<file path="src/rtl/axis_rr_arbiter.sv">
// axis_rr_arbiter: packet-granular round-robin arbiter that shares one
// AXI4-Stream master among NUM_PORTS stream producers. A grant is held from
// the first beat of a packet until its tlast. Packets longer than MAX_BEATS
// are cut with a forced tlast, and the rest of the source packet is drained.
// The data path is purely combinational; only control state is registered.
module axis_rr_arbiter #(
  parameter int unsigned NUM_PORTS          = 4,
  parameter int unsigned C_AXIS_TDATA_WIDTH = 32,
  parameter int unsigned MAX_BEATS          = 256
) (
  input  logic                                      axis_aclk,
  input  logic                                      axis_areset,
  input  logic [NUM_PORTS-1:0]                      s_axis_tvalid,
  input  logic [NUM_PORTS*C_AXIS_TDATA_WIDTH-1:0]   s_axis_tdata,
  input  logic [NUM_PORTS*C_AXIS_TDATA_WIDTH/8-1:0] s_axis_tstrb,
  input  logic [NUM_PORTS-1:0]                      s_axis_tlast,
  output logic [NUM_PORTS-1:0]                      s_axis_tready,
  output logic                                      m_axis_tvalid,
  output logic [C_AXIS_TDATA_WIDTH-1:0]             m_axis_tdata,
  output logic [C_AXIS_TDATA_WIDTH/8-1:0]           m_axis_tstrb,
  output logic                                      m_axis_tlast,
  input  logic                                      m_axis_tready,
  output logic [$clog2(NUM_PORTS)-1:0]              grant_id,
  output logic                                      busy,
  output logic                                      error_trunc,
  output logic [15:0]                               pkt_count
);

  localparam int unsigned W  = C_AXIS_TDATA_WIDTH;
  localparam int unsigned SW = C_AXIS_TDATA_WIDTH / 8;
  localparam int unsigned GW = $clog2(NUM_PORTS);
  localparam int unsigned CW = $clog2(MAX_BEATS);
  localparam logic [CW-1:0] LAST_BEAT = CW'(MAX_BEATS - 1);

  typedef enum logic [1:0] {
    ST_IDLE,
    ST_XFER,
    ST_DRAIN
  } state_t;

  state_t          state_q, state_d;
  logic [GW-1:0]   grant_q, grant_d;
  logic [GW-1:0]   last_grant_q, last_grant_d;
  logic [CW-1:0]   beat_cnt_q, beat_cnt_d;
  logic [15:0]     pkt_count_q, pkt_count_d;
  logic            err_q, err_d;

  logic            src_valid;
  logic            src_last;
  logic            forced_last;
  logic            beat;
  logic [GW-1:0]   rr_winner;

  // Round-robin scan: offsets are visited from farthest to nearest so the
  // nearest valid port after `last` is the one that sticks.
  function automatic logic [GW-1:0] rr_pick(input logic [NUM_PORTS-1:0] req,
                                            input logic [GW-1:0]        last);
    logic [GW-1:0] win;
    int unsigned   idx;
    win = last;
    for (int unsigned k = 0; k < NUM_PORTS; k++) begin
      idx = (32'(last) + (NUM_PORTS - k)) % NUM_PORTS;
      if (req[idx]) begin
        win = GW'(idx);
      end
    end
    return win;
  endfunction

  // Select the granted source and decide where the current packet ends.
  always_comb begin
    src_valid   = s_axis_tvalid[grant_q];
    src_last    = s_axis_tlast[grant_q];
    forced_last = (beat_cnt_q == LAST_BEAT);
    rr_winner   = rr_pick(s_axis_tvalid, last_grant_q);
  end

  // Zero-latency data path: mux the granted port onto the master and route
  // downstream ready back to that port only.
  always_comb begin
    m_axis_tvalid = (state_q == ST_XFER) && src_valid;
    m_axis_tdata  = s_axis_tdata[32'(grant_q)*W +: W];
    m_axis_tstrb  = s_axis_tstrb[32'(grant_q)*SW +: SW];
    m_axis_tlast  = (state_q == ST_XFER) && (src_last || forced_last);
    s_axis_tready = '0;
    if (state_q == ST_XFER) begin
      s_axis_tready[grant_q] = m_axis_tready;
    end else if (state_q == ST_DRAIN) begin
      s_axis_tready[grant_q] = 1'b1;
    end
    beat = m_axis_tvalid && m_axis_tready;
  end

  // Next-state logic for arbitration, beat counting and packet accounting.
  always_comb begin
    state_d      = state_q;
    grant_d      = grant_q;
    last_grant_d = last_grant_q;
    beat_cnt_d   = beat_cnt_q;
    pkt_count_d  = pkt_count_q;
    err_d        = 1'b0;
    unique case (state_q)
      ST_IDLE: begin
        if (|s_axis_tvalid) begin
          grant_d    = rr_winner;
          beat_cnt_d = '0;
          state_d    = ST_XFER;
        end
      end
      ST_XFER: begin
        if (beat) begin
          if (src_last) begin
            pkt_count_d  = pkt_count_q + 16'd1;
            last_grant_d = grant_q;
            state_d      = ST_IDLE;
          end else if (forced_last) begin
            // Cut packet: the forced tlast closes it downstream, the source
            // keeps the grant until its own tlast has been swallowed.
            pkt_count_d = pkt_count_q + 16'd1;
            err_d       = 1'b1;
            state_d     = ST_DRAIN;
          end else begin
            beat_cnt_d = beat_cnt_q + 1'b1;
          end
        end
      end
      ST_DRAIN: begin
        if (src_valid && src_last) begin
          last_grant_d = grant_q;
          state_d      = ST_IDLE;
        end
      end
      default: begin
        state_d = ST_IDLE;
      end
    endcase
  end

  // Control state registers; reset leaves port 0 with first priority.
  always_ff @(posedge axis_aclk or posedge axis_areset) begin
    if (axis_areset) begin
      state_q      <= ST_IDLE;
      grant_q      <= '0;
      last_grant_q <= GW'(NUM_PORTS - 1);
      beat_cnt_q   <= '0;
      pkt_count_q  <= '0;
      err_q        <= 1'b0;
    end else begin
      state_q      <= state_d;
      grant_q      <= grant_d;
      last_grant_q <= last_grant_d;
      beat_cnt_q   <= beat_cnt_d;
      pkt_count_q  <= pkt_count_d;
      err_q        <= err_d;
    end
  end

  assign grant_id    = grant_q;
  assign busy        = (state_q != ST_IDLE);
  assign error_trunc = err_q;
  assign pkt_count   = pkt_count_q;

endmodule

</file>
<file path="config.mk">
export PLATFORM = sky130hd
export DESIGN_NAME = axis_rr_arbiter
export DESIGN_NICKNAME = d
export VERILOG_FILES = /design/src/rtl/axis_rr_arbiter.sv
export SDC_FILE = /design/constraint.sdc
export NUM_CORES = 1
export LEC_CHECK = 0
export BUFFER_PORTS_ARGS = -buffer_cell sky130_fd_sc_hd__buf_2
export CELL_PAD_IN_SITES_DETAIL_PLACEMENT = 1
export CELL_PAD_IN_SITES_GLOBAL_PLACEMENT = 1
export CORE_MARGIN = 4
export CORE_UTILIZATION = 25
export DETAILED_ROUTE_END_ITERATION = 6
export GPL_TIMING_DRIVEN = 0
export HOLD_SLACK_MARGIN = 0.03
export PLACE_DENSITY = 0.76
export SLEW_MARGIN = 10
export SYNTH_ARGS = -nofsm -noshare
export SYNTH_HDL_FRONTEND = slang
export SYNTH_SLANG_ARGS = --single-unit
</file>
<file path="constraint.sdc">
create_clock -name axis_aclk -period 2.4 [get_ports axis_aclk]
set_clock_uncertainty 0.2 [all_clocks]
set_input_delay 0.48 -clock axis_aclk [delete_from_list [all_inputs] [get_ports axis_aclk]]
set_output_delay 0.48 -clock axis_aclk [all_outputs]
set_load 0.1 [all_outputs]
</file>
Word-level counts from Yosys, hierarchy flattened
Cells that the tools add are included.
{"block": "totals", "output_inout_bits": 62, "wordCells": 89, "reg_bits": 31}
{"block": "classes", "reduce_logical": 17, "muxes": 41, "eq_ne": 10, "n_shift": 2, "n_bitwise": 1, "magnitude_cmp": 6, "n_addsub": 6}
{"cell": "128-bit by 8-bit variable part select with 32-bit output", "n": 1}
{"cell": "16-bit 2-to-1 mux", "n": 2}
{"cell": "8-bit 2-to-1 mux", "n": 4}
{"cell": "2-bit 2-to-1 mux", "n": 12}
{"cell": "16-bit by 1-bit adder with 16-bit output (second input constant)", "n": 1}
{"cell": "8-bit one-hot mux with 2 select lines", "n": 1}
{"cell": "16-bit by 5-bit variable part select with 4-bit output", "n": 1}
{"cell": "2-bit by 3-bit < comparator with 1-bit output (second input constant)", "n": 5}
{"cell": "1-bit binary-select mux with 2-bit select", "n": 6}
{"cell": "1-bit 2-to-1 mux", "n": 11}
{"cell": "2-bit != test (second input constant)", "n": 5}
{"cell": "8-bit by 1-bit adder with 8-bit output (second input constant)", "n": 1}
{"cell": "8-bit == test (second input constant)", "n": 1}
{"cell": "4-bit 2-to-1 mux", "n": 2}
{"cell": "4-bit AND reduction", "n": 2}
{"cell": "2-bit nonzero test", "n": 4}
{"cell": "2-bit one-hot mux with 3 select lines", "n": 1}
{"cell": "1-bit logical AND", "n": 5}
{"cell": "5-bit AND reduction", "n": 1}
{"cell": "2-bit by 1-bit adder with 2-bit output (second input constant)", "n": 2}
{"cell": "2-bit adder (second input constant)", "n": 2}
{"cell": "4-bit bitwise AND", "n": 1}
{"cell": "2-bit one-hot mux with 2 select lines", "n": 1}
{"cell": "4-bit OR reduction", "n": 1}
{"cell": "other kinds (10)", "n": 10}

Logic depth before layout (Yosys ltp)
Gate-level depths: netlist of run 1.
{"block": "logic_depth", "word_depth": 7, "ltp_mapped": 6}

Worst setup path after synthesis of run 1
OpenSTA, ideal clock, no wires.
{"block": "synth_path", "kind": "reg2out", "start": "register grant_q[0], in the netlist grant_id[0]", "end": "output port s_axis_tready[1]", "slack_ns": -2.074, "arrival_ns": 3.794, "stages_incl_launch_ff": 4, "required_time_ns": 1.720, "cell_sequence": "dfrtp_1 > buf_6 > clkbuf_1 > nor3b_1"}
{"block": "synth_via", "elab_chain_cells": 6}
{"item": "start, declared", "line": "42", "rtl": "logic [GW-1:0] grant_q, grant_d;"}
{"item": "start signal, assigned", "line": "150", "rtl": "grant_q <= grant_d;"}
{"item": "2-bit by 3-bit < comparator with 1-bit output (not written as such) / 2-bit by 1-bit >= comparator with 1-bit output (equally long branches)", "line": "87, 89"}
{"item": "1-bit logical AND (not written as such)", "line": "87, 89"}
{"item": "1-bit 2-to-1 mux (not written as such)", "line": "87, 89"}
{"item": "1-bit demux with 2-bit select (*)", "line": "87, 89"}
{"item": "4-bit 2-to-1 mux / 4-bit bitwise AND (equally long branches)"}
{"item": "4-bit 2-to-1 mux (*)", "line": "86", "rtl": "if (state_q == ST_XFER) begin"}
{"item": "end, declared", "line": "17", "rtl": "output logic [NUM_PORTS-1:0] s_axis_tready,"}
Every way passes the cells marked *; elsewhere a longest branch is shown, timed or not.

Worst setup path in the final report of run 1
{"block": "layout_path", "start": "register grant_q[0], in the netlist grant_id[0]", "end": "output port m_axis_tlast"}
{"block": "layout_via", "elab_chain_cells": 4}
{"item": "1-bit binary-select mux with 2-bit select", "line": "73", "rtl": "src_last = s_axis_tlast[grant_q];"}
{"item": "1-bit 2-to-1 mux (not written as such)", "line": "73"}
{"item": "1-bit logical OR", "line": "84", "rtl": "m_axis_tlast = (state_q == ST_XFER) && (src_last || forced_last);"}
{"item": "1-bit logical AND", "line": "84"}
{"item": "end, declared", "line": "21", "rtl": "output logic m_axis_tlast,"}
No other way between the ends. The select of a mux whose other input is x is not followed.

==> impl_summary.txt, run 1 <==
----------------------------------------------------
[Final layout]
  Utilization after layout ... 0.474
  Final nets ... 621
  Count of non-filler cells in the finished layout ... about 600
  Cell area after layout ... around 0.0049 mm^2
  Area delta synth->final ... 85.4%
  Share of post-route cells with drive strength above 1 ... 0.694

[Pwr]
  Total power consumption of the routed design ... ~8300 uW
  Static Leakage ... approximately 0.0023 uW
  Net switching power ... approximately 5000 uW
  Cell internal pwr ... between 3000 and 4000 uW
  Part of the total power dissipated in sequential elements ... 0.096
  Clock share of power ... 0.053
  Switching fraction of total power ... 0.604
  Power per cell area ... 1690 mW/mm^2
  VDD IR max ... between 0.001 and 0.0015 V
  Proportion of power drawn by combinational gates ... 0.852

[Floorplan]
  Placeable core area ... roughly 0.01 mm^2
  Die ar. ... roughly 0.012 mm^2
  Number of ports placed on the die boundary ... between 200 and 250
  Rows ... 37
  Die Y ... 111 um
  Initial standard-cell utilization of the core ... 0.256
  Die Wd ... ~110 um

[Timing]
  Final min period ... 2640 ps
  Slew Viols, Final ... 0
  Setup repair after global routing missed its margin ... true
  Count of endpoints failing setup in the final report ... 39
  Final Cycle Share ... 1.10
  Final Hold Viols ... 0
  Maximum frequency from static timing analysis ... approximately 380 MHz
  Crit path setup slack, layout ... -240 ps
  Transition time of the tightest slew-check pin ... slightly below 700 ps
  Worst relative slew slack ... 0.551
  Setup TNS ... -5050 ps

[Placed design]
  Port Buf Inserts ... between 200 and 250
  Dpl hpwl ... roughly 11 mm
  Post-place instance area ... 0.00405 mm^2
  Dpl cells ... slightly below 600
  Gp weighted congestion ... around 0.96

[Clock network]
  Buffer type at the clock tree root ... sky130_fd_sc_hd__clkbuf_8
  H-tree lvl count ... 2
  Buffer levels on the longest clock path ... 2
  Total CTS buffers ... 5
  Sinks on Clock Net ... 31
  Clock tree from TritonCTS ... done
  Clock edge transition at the registers on the reported setup and hold paths ... 70 ps
  Hold-fix buffers at CTS ... 0
  Insertion delay of the later-clocked pin in the worst-skew pair ... between 200 and 300 ps

[Run]
  Max-capacitance violation count ... 0

[Status]
  Failing checks ... setup timing
  Result of the run ... complete, but fails checks

[GRT]
  Via count of the first global-routing pass ... between 3000 and 4000
  Total grt overflow ... 0
  Pin count of the biggest net entering global routing ... 32
  Global-route wire length before repair ... roughly 20 mm
  Number of antenna violations at the first check in global routing ... 3
  Gr usage total ... 0.207

[Yosys]
  EDFF count, synth ... 0
  Biggest area consumer among synthesized cells ... sky130_fd_sc_hd__mux4_2
  Synth top cells by count ... sky130_fd_sc_hd__mux4_2, sky130_fd_sc_hd__dfrtp_1, sky130_fd_sc_hd__nand2_1
  Count of distinct cell types in the synthesized netlist ... 41
  Most common cell in the synthesized netlist ... sky130_fd_sc_hd__mux4_2
  Yosys warnings ... 0
  Proportion of synthesized flip-flops having asynchronous set or reset ... 1.00
  Cell area after technology mapping ... approximately 0.0026 mm^2
  Largest cells by area after synthesis ... sky130_fd_sc_hd__mux4_2, sky130_fd_sc_hd__dfrtp_1, sky130_fd_sc_hd__xor2_1
  Portion of the post-synthesis area used by sequential elements ... 0.296
  Share of the synthesized area in the top cell type ... 0.317
  Net count of the mapped netlist ... between 300 and 400
  Post-synthesis cell count ... 227
  Primary flip-flop cell chosen by synthesis mapping ... sky130_fd_sc_hd__dfrtp_1
  Average footprint of a synthesized cell ... 11.6 um^2
  Synthesized flop and latch total ... 31

[Route]
  DRT Wirelength ... 13.5 mm
  Post-detailed-route via-to-cell ratio ... approximately 5.2
  Total DRC errors in the routed layout ... 0
  Routed vias ... about 3100
  ANT nets after route ... 0
  Average detailed-routed wire length per instance ... roughly 22 um
  Pre-Repair DR Iteration Count ... 4
  Detailed Route Iter0 Violations ... ~150

[Setup path]
  Crit path max fanout ... 5
  CP required ... roughly 1700 ps
  Arrival time of the worst setup path ... roughly 2000 ps
  Setup Crit Path Kind ... reg -> out
  Capturing element type of the critical path ... output port
  Startpoint Class ... flip-flop

[Hold path]
  Class of the worst hold path ... in -> async

----------------------------------------------------
timing repair:
item                       4_1_cts  5_1_grt
setup endpoints to repair       50       62
gates resized for setup        134       39
pin swaps                        2        1
setup buffers                   12        2
cloned                           2        1
hold endpoints to repair         0        0
cells in the final DEF, fill, tap and decap left out, types with 6 or more instances in the layout:
cell type and n:
sky130_fd_sc_hd__buf_2 175, sky130_fd_sc_hd__mux4_2 37, sky130_fd_sc_hd__buf_6 30, sky130_fd_sc_hd__dfrtp_1 27, sky130_fd_sc_hd__buf_12 18, sky130_fd_sc_hd__nand2_1 16
sky130_fd_sc_hd__xor2_1 15, sky130_fd_sc_hd__nand3_1 10, sky130_fd_sc_hd__buf_4 8, sky130_fd_sc_hd__clkbuf_8 7, sky130_fd_sc_hd__nand4_1 7, sky130_fd_sc_hd__buf_8 6
sky130_fd_sc_hd__nand2b_1 6, sky130_fd_sc_hd__nor4_2 6
per-layer routing:
layer | track usage | wire [um] | vias to the layer above
li1 | - | - | 1386
met2 | 0.385 | 7270 | 136
met1 | 0.238 | 5250 | 1586
met3 | 0.0482 | 748 | 20
met5 | 0 | 13 | -
met4 | 0.0460 | 257 | 2
critical path, cell delays in order, from the launching register on:
cell and delay, ps:
sky130_fd_sc_hd__dfrtp_4 460, sky130_fd_sc_hd__mux4_2 560, sky130_fd_sc_hd__a41oi_4 240, sky130_fd_sc_hd__clkbuf_8 180, sky130_fd_sc_hd__nor2_4 30, sky130_fd_sc_hd__buf_12 180
worst paths after layout:
| kind | startpoint | end | slack, ps | cells after the start |
|---|---|---|---|---|
| max reg2reg | grant_id[0] | beat_cnt_q[6] | -170 | 5 |
| max | grant_id[0] | m_axis_tlast | -240 | 5 |
| min | axis_areset | beat_cnt_q[7] | 80 | 2 |
| max in group asynchronous | axis_areset | grant_id[1] | 1420 | 2 |
| min in group axis_aclk | pkt_count[15] | pkt_count[15] | 270 | 1 |
| min reg2reg | pkt_count[15] | pkt_count[15] | 270 | 1 |
cell type report:
class,count,area [um^2]
diodes,2,5.00
plain buffers,16,160
clock buffers,6,82.6
clock inverters,1,5.00
fillers,1175,5400
inverters,3,11.3
multi-input cells,175,1960
flip-flops and latches,31,786
well taps,136,170
repair buffers,232,1690
power by group through the flow:
stage | Combinational [uW] | Clock (uW) | Sequential (uW)
floorplan | 4410 | 0 | 1150
global route | 7260 | 472 | 810
CTS | 6880 | 443 | 770
global placement | 5620 | 0 | 769
finish | 7030 | 435 | 790
detailed placement | 5670 | 0 | 779
sequential cells by signal, indices dropped and copies added (netlist names):
| name | cells |
|---|---|
| pkt_count | 16 |
| error_trunc | 1 |
| state_q | 2 |
| grant_id | 2 |
| last_grant_q | 2 |
| beat_cnt_q | 8 |
through the flow:
stage / worst slack (ps) / hold slack (ps)
6_report: -240 / 84.3
4_1_cts: -320 / 274
3_3_place_gp: -485 / 259
2_1_floorplan: -294 / 294
3_5_place_dp: -477 / 253
5_1_grt: -295 / 143
cells by family after synthesis:
logic type	synth area share
mux	0.361
compound gates	0.0600
xor+xnor	0.0500
buf+inv	0.0328
fa+ha+maj	0.00952
flops	0.296
simple gates	0.191
Note: power is estimated with default switching activity, not from simulation.
==> run 2: changes to the inputs <==
- ABC_AREA: unset -> 1
- CORE_UTILIZATION: 25 -> 24
- PLACE_DENSITY: 0.76 -> 0.77
==> run 2 against run 1 <==
Effect of this change: the run still ends with setup timing left; maximum frequency fell by 0.47%; die area is 17% higher; first-iteration DRC count grew 100%; critical path type unchanged.
==> impl_summary.txt, run 2 <==
----------------------------------------------------
[Yosys]
  Synth top cells by count ... sky130_fd_sc_hd__nand3_1, sky130_fd_sc_hd__nand2_1, sky130_fd_sc_hd__a22oi_1
  Proportion of synthesized flip-flops having asynchronous set or reset ... 1.00
  Cell area after technology mapping ... around 0.003 mm^2
  EDFF count, synth ... 0
  Primary flip-flop cell chosen by synthesis mapping ... sky130_fd_sc_hd__dfrtp_1
  Synthesized flop and latch total ... 31
  Net count of the mapped netlist ... 631
  Count of distinct cell types in the synthesized netlist ... 30
  Share of the synthesized area in the top cell type ... 0.243
  Portion of the post-synthesis area used by sequential elements ... 0.261
  Biggest area consumer among synthesized cells ... sky130_fd_sc_hd__dfrtp_1
  Yosys warnings ... 0
  Most common cell in the synthesized netlist ... sky130_fd_sc_hd__nand3_1
  Largest cells by area after synthesis ... sky130_fd_sc_hd__dfrtp_1, sky130_fd_sc_hd__nand3_1, sky130_fd_sc_hd__nand2_1
  Average footprint of a synthesized cell ... about 6.3 um^2
  Post-synthesis cell count ... between 400 and 500

[Route]
  ANT nets after route ... 0
  Detailed Route Iter0 Violations ... 300
  Average detailed-routed wire length per instance ... 23.1 um
  Pre-Repair DR Iteration Count ... 4
  Total DRC errors in the routed layout ... 0
  Post-detailed-route via-to-cell ratio ... around 5.3
  DRT Wirelength ... between 20 and 25 mm
  Routed vias ... approximately 4800

[GRT]
  Total grt overflow ... 0
  Number of antenna violations at the first check in global routing ... 6
  Pin count of the biggest net entering global routing ... 32
  Gr usage total ... 0.263
  Via count of the first global-routing pass ... roughly 5000
  Global-route wire length before repair ... around 29 mm

[Timing]
  Count of endpoints failing setup in the final report ... 37
  Transition time of the tightest slew-check pin ... approximately 700 ps
  Final Hold Viols ... 0
  Final min period ... around 2700 ps
  Maximum frequency from static timing analysis ... 377 MHz
  Crit path setup slack, layout ... -253 ps
  Final Cycle Share ... 1.11
  Final-layout worst hold slack ... 109 ps
  Slew Viols, Final ... 0
  Setup repair after global routing missed its margin ... true
  Worst relative slew slack ... 0.520

[Clock network]
  H-tree lvl count ... 2
  Sinks on Clock Net ... 31
  Insertion delay of the later-clocked pin in the worst-skew pair ... roughly 280 ps
  Clock tree from TritonCTS ... done
  Buffer type at the clock tree root ... sky130_fd_sc_hd__clkbuf_16
  Clock edge transition at the registers on the reported setup and hold paths ... 60 ps
  Total CTS buffers ... 5
  Buffer levels on the longest clock path ... 2

[Final layout]
  Most common library cell in the layout ignoring fill and taps ... sky130_fd_sc_hd__buf_2
  Area delta synth->final ... 110%
  Utilization after layout ... 0.517
  Area occupied by registers ... 786 um^2
  Largest register FFs ... 16
  Layout fillers ... approximately 1500
  Final nets ... between 800 and 900
  Count of non-filler cells in the finished layout ... approximately 900
  Cell area after layout ... roughly 0.0063 mm^2
  Multi-input gate area ... ~0.0027 mm^2
  Share of post-route cells with drive strength above 1 ... 0.532
  Commonest cells after routing, fill and taps aside ... sky130_fd_sc_hd__buf_2, sky130_fd_sc_hd__nand2_1, sky130_fd_sc_hd__nand3_1

[Floorplan]
  Initial standard-cell utilization of the core ... 0.247
  Die Y ... roughly 120 um
  Rows ... 40
  Die Wd ... approximately 120 um
  Placeable core area ... approximately 0.012 mm^2
  Number of ports placed on the die boundary ... 217
  Die ar. ... between 0.01 and 0.015 mm^2

[Setup path]
  Arrival time of the worst setup path ... slightly below 2000 ps
  Setup Crit Path Kind ... reg -> out
  Launch instance of the worst register-to-register path ... grant_id[1]
  Crit path max fanout ... 7
  Capturing element type of the critical path ... output port
  Startpoint Class ... flip-flop
  CP required ... roughly 1700 ps
  Worst reg2reg setup slack ... roughly 140 ps
  Number of cell instances on the worst register-to-register path ... 10
  Endpoint of the worst-slack reg-to-reg timing path ... pkt_count[2]

[Hold path]
  Class of the worst hold path ... in -> async

[Run]
  Max-capacitance violation count ... 0

[Placed design]
  Dpl hpwl ... 13.8 mm
  Port Buf Inserts ... 216
  Dpl cells ... 858
  Gp weighted congestion ... ~0.87
  Post-place instance area ... approximately 0.005 mm^2

[Status]
  Failing checks ... setup timing
  Result of the run ... complete, but fails checks

----------------------------------------------------
-- run 2: cell types whose count changed after synthesis, sizes merged, moves of 13 or more --
cell,delta
nand3,+114
inv,+32
nor4,-13
a22oi,+35
nor2,+24
mux4,-37
nand2,+105
-- run 2: kinds of logic (layout without fill, tap and decap cells) --
| logic type | Yosys count | after routing | share of synthesized area |
|---|---|---|---|
| simple gates | 306 | 306 | 0.471 |
| buf+inv | 66 | 314 | 0.0922 |
| compound gates | 55 | 55 | 0.127 |
| flops | 31 | 31 | 0.261 |
| xor+xnor | 14 | 14 | 0.0411 |
| fa+ha+maj | 2 | 2 | 0.00838 |
| other cells | 0 | 5 | 0 |
-- run 2: worst max-delay path by stage --
stage,endpoint,start,slack (ps),depth (start not counted)
2_1_floorplan,s_axis_tready[3],grant_id[0],-190,4
3_3_place_gp,m_axis_tdata[5],grant_id[0],-600,6
3_5_place_dp,m_axis_tdata[18],grant_id[0],-640,6
4_1_cts,m_axis_tdata[25],grant_id[1],-160,7
5_1_grt,m_axis_tstrb[2],grant_id[1],-280,8
6_report,m_axis_tdata[25],grant_id[1],-250,7
-- run 2: area by class of cell --
type	instances	share of cell area
clock buffer	6	0.0222
timing repair buffer	242	0.308
inverter	37	0.0276
clock inverter	2	0.00559
antenna	5	0.00200
sequential	31	0.125
tap	168	0.0335
buffer	27	0.0473
multi-input combinational	377	0.428
-- run 2: per-layer routing --
metal,share of wire,global-route usage
met5,0.00058,0
met4,0.058,0.145
met3,0.068,0.0721
met2,0.52,0.474
met1,0.35,0.277
-- run 2: repair_timing --
| action | in CTS | in global routing |
|---|---|---|
| pin swaps | 43 | 17 |
| buffers inserted | 10 | 15 |
| hold buffers | 0 | 0 |
| gates cloned | 2 | 1 |
| gates resized for setup | 200 | 29 |
| endpoints found under the setup margin | 42 | 39 |
-- run 2: stage by stage --
step	worst slack [ps]	TNS, ps
after floorplan	-187	-4130
after global placement	-604	-17310
after detailed placement	-637	-18290
after CTS	-158	-2570
after global routing	-276	-7070
final	-253	-5080
-- run 2: worst max-delay path, cell delays in order (launching register included) --
cell and delay, ps:
sky130_fd_sc_hd__dfrtp_4 430, sky130_fd_sc_hd__clkinvlp_4 180, sky130_fd_sc_hd__nand2_8 140, sky130_fd_sc_hd__clkinv_8 70
sky130_fd_sc_hd__clkbuf_16 150, sky130_fd_sc_hd__a22oi_2 340, sky130_fd_sc_hd__nand3_4 150, sky130_fd_sc_hd__buf_12 190
Power of run 2 is not shown: default switching activity piles up to over one toggle a cycle in this logic, so the estimate is an artifact.
==> run 3: changes to the inputs <==
- RECOVER_POWER: unset -> 100
==> run 3 against run 2 <==
Effect of this change: hold slack improved by 190 ps; first-iteration DRC count down 1.0%; clock-buffer cell count unchanged; the run still ends with setup timing left; utilization about the same; highest routed layer unchanged; register-to-register slack worse by 80 ps; cell area barely moved.
==> impl_summary.txt, run 3 (synthesis results as in run 2) <==
----------------------------------------------------
[Status]
  Result of the run ... complete, but fails checks
  Failing checks ... setup timing

[Placed design]
  Gp weighted congestion ... roughly 0.87
  Port Buf Inserts ... between 200 and 250
  Dpl hpwl ... around 14 mm
  Post-place instance area ... 0.00505 mm^2

[Hold path]
  Class of the worst hold path ... reg -> reg
  Cell depth of the worst hold path ... 2
  Launch instance of the worst min-delay path ... last_grant_q[1]

[Setup path]
  Capturing element type of the critical path ... output port
  Setup Crit Path Kind ... reg -> out
  Worst reg2reg setup slack ... about 60 ps
  Startpoint Class ... flip-flop
  Arrival time of the worst setup path ... about 2000 ps
  Number of cell instances on the worst register-to-register path ... 9
  CP required ... about 1700 ps
  Endpoint of the worst-slack reg-to-reg timing path ... pkt_count[2]
  Worst setup startpoint ... grant_id[1]
  Launch instance of the worst register-to-register path ... beat_cnt_q[0]
  Destination of the critical timing path ... m_axis_tdata[25]
  Crit path max fanout ... 7

[Clock network]
  Sinks on Clock Net ... 31
  Insertion delay of the later-clocked pin in the worst-skew pair ... roughly 280 ps
  Hold-fix buffers at CTS ... 0
  Clock edge transition at the registers on the reported setup and hold paths ... roughly 50 ps
  Clock tree from TritonCTS ... done
  Buffer type at the clock tree root ... sky130_fd_sc_hd__clkbuf_16
  H-tree lvl count ... 2
  Buffer levels on the longest clock path ... 2
  Total CTS buffers ... 5

[Final layout]
  Largest register FFs ... 16
  Layout fillers ... around 1500
  Commonest cells after routing, fill and taps aside ... sky130_fd_sc_hd__buf_2, sky130_fd_sc_hd__nand2_1, sky130_fd_sc_hd__nand3_1
  Utilization after layout ... 0.517
  Share of post-route cells with drive strength above 1 ... 0.528
  Most common library cell in the layout ignoring fill and taps ... sky130_fd_sc_hd__buf_2
  Cell area after layout ... about 0.0063 mm^2
  Final nets ... slightly below 900
  Area delta synth->final ... 110%

[Floorplan]
  Initial standard-cell utilization of the core ... 0.247
  Die Y ... about 120 um
  Rows ... 40
  Die ar. ... about 0.014 mm^2
  Number of ports placed on the die boundary ... 217
  Die Wd ... between 100 and 150 um
  Placeable core area ... between 0.01 and 0.015 mm^2

[Timing]
  Slew Viols, Final ... 0
  Count of endpoints failing setup in the final report ... 37
  Crit path setup slack, layout ... -254 ps
  Maximum frequency from static timing analysis ... 377 MHz
  Worst relative slew slack ... 0.169
  Setup repair after global routing missed its margin ... true
  Final Cycle Share ... 1.11
  Final min period ... approximately 2700 ps
  Transition time of the tightest slew-check pin ... 1250 ps
  Final Hold Viols ... 0

[GRT]
  Pin count of the biggest net entering global routing ... 32
  Gr usage total ... 0.263
  Total grt overflow ... 0
  Via count of the first global-routing pass ... ~5000
  Number of antenna violations at the first check in global routing ... 6
  Global-route wire length before repair ... 29.3 mm

[Run]
  Max-capacitance violation count ... 0

[Route]
  Post-detailed-route via-to-cell ratio ... ~5.2
  Total DRC errors in the routed layout ... 0
  Routed vias ... 4683
  ANT nets after route ... 0
  Average detailed-routed wire length per instance ... around 23 um
  DRT Wirelength ... roughly 20 mm
  Pre-Repair DR Iteration Count ... 4
  Detailed Route Iter0 Violations ... about 300

----------------------------------------------------
==> run 3: cell types whose count changed in the layout (fill, tap and decap cells not counted) <==
cell / previous run / this run
sky130_fd_sc_hd__inv_1: 30 / 31
sky130_fd_sc_hd__buf_4: 25 / 24
sky130_fd_sc_hd__clkbuf_2: 3 / 21
sky130_fd_sc_hd__buf_2: 175 / 156
sky130_fd_sc_hd__clkbuf_1: 0 / 2
sky130_fd_sc_hd__inv_2: 3 / 2
==> run 3: area by class of cell <==
class,instances,area (um^2),area share
multi-input combinational,377,2680,0.428
timing repair buffer,242,1930,0.308
sequential,31,786,0.125
buffer,27,295,0.0472
tap,168,210,0.0336
inverter,37,173,0.0276
clock buffer,6,139,0.0222
clock inverter,2,35.0,0.00560
antenna,5,12.5,0.00200
==> run 3: metal layers <==
| layer | track usage | vias to the layer above | wire, um |
|---|---|---|---|
| li1 | - | 2129 | - |
| met1 | 0.277 | 2271 | 7450 |
| met4 | 0.145 | 2 | 1240 |
| met2 | 0.474 | 211 | 10500 |
| met3 | 0.0721 | 70 | 1350 |
| met5 | 0 | - | 12 |
==> run 3: worst min-delay path by stage <==
| stage | end | slack (ps) |
|---|---|---|
| 6_report | last_grant_q[1] | 300 |
| 5_1_grt | last_grant_q[1] | 320 |
| 4_1_cts | last_grant_q[1] | 300 |
| 3_5_place_dp | last_grant_q[1] | 300 |
| 3_3_place_gp | last_grant_q[1] | 280 |
| 2_1_floorplan | last_grant_q[1] | 260 |
==> run 3: worst max-delay path: stages, from the launching register on <==
cell                         delay, ps
sky130_fd_sc_hd__dfrtp_4           430
sky130_fd_sc_hd__clkinvlp_4        180
sky130_fd_sc_hd__nand2_8           140
sky130_fd_sc_hd__clkinv_8           70
sky130_fd_sc_hd__clkbuf_16         150
sky130_fd_sc_hd__a22oi_2           330
sky130_fd_sc_hd__nand3_4           160
sky130_fd_sc_hd__buf_12            190
==> run 3: what timing repair did <==
item / 4_1_cts / 5_1_grt
gates resized for setup: 200 / 29
buffers inserted: 10 / 15
setup endpoints to repair: 42 / 39
gates cloned: 2 / 1
pin swaps: 43 / 17
==> run 3: metrics by stage <==
step                setup WS (ps)  std cells  setup TNS (ps)  hold WS, ps
floorplan                    -187        474           -4130          264
detailed placement           -637        858          -18290          295
global placement             -604        858          -17310          283
global route                 -276        895           -7670          324
finish                       -254        895           -5180          301
CTS                          -158        877           -2570          304
Power of run 3 is left out for the same reason.
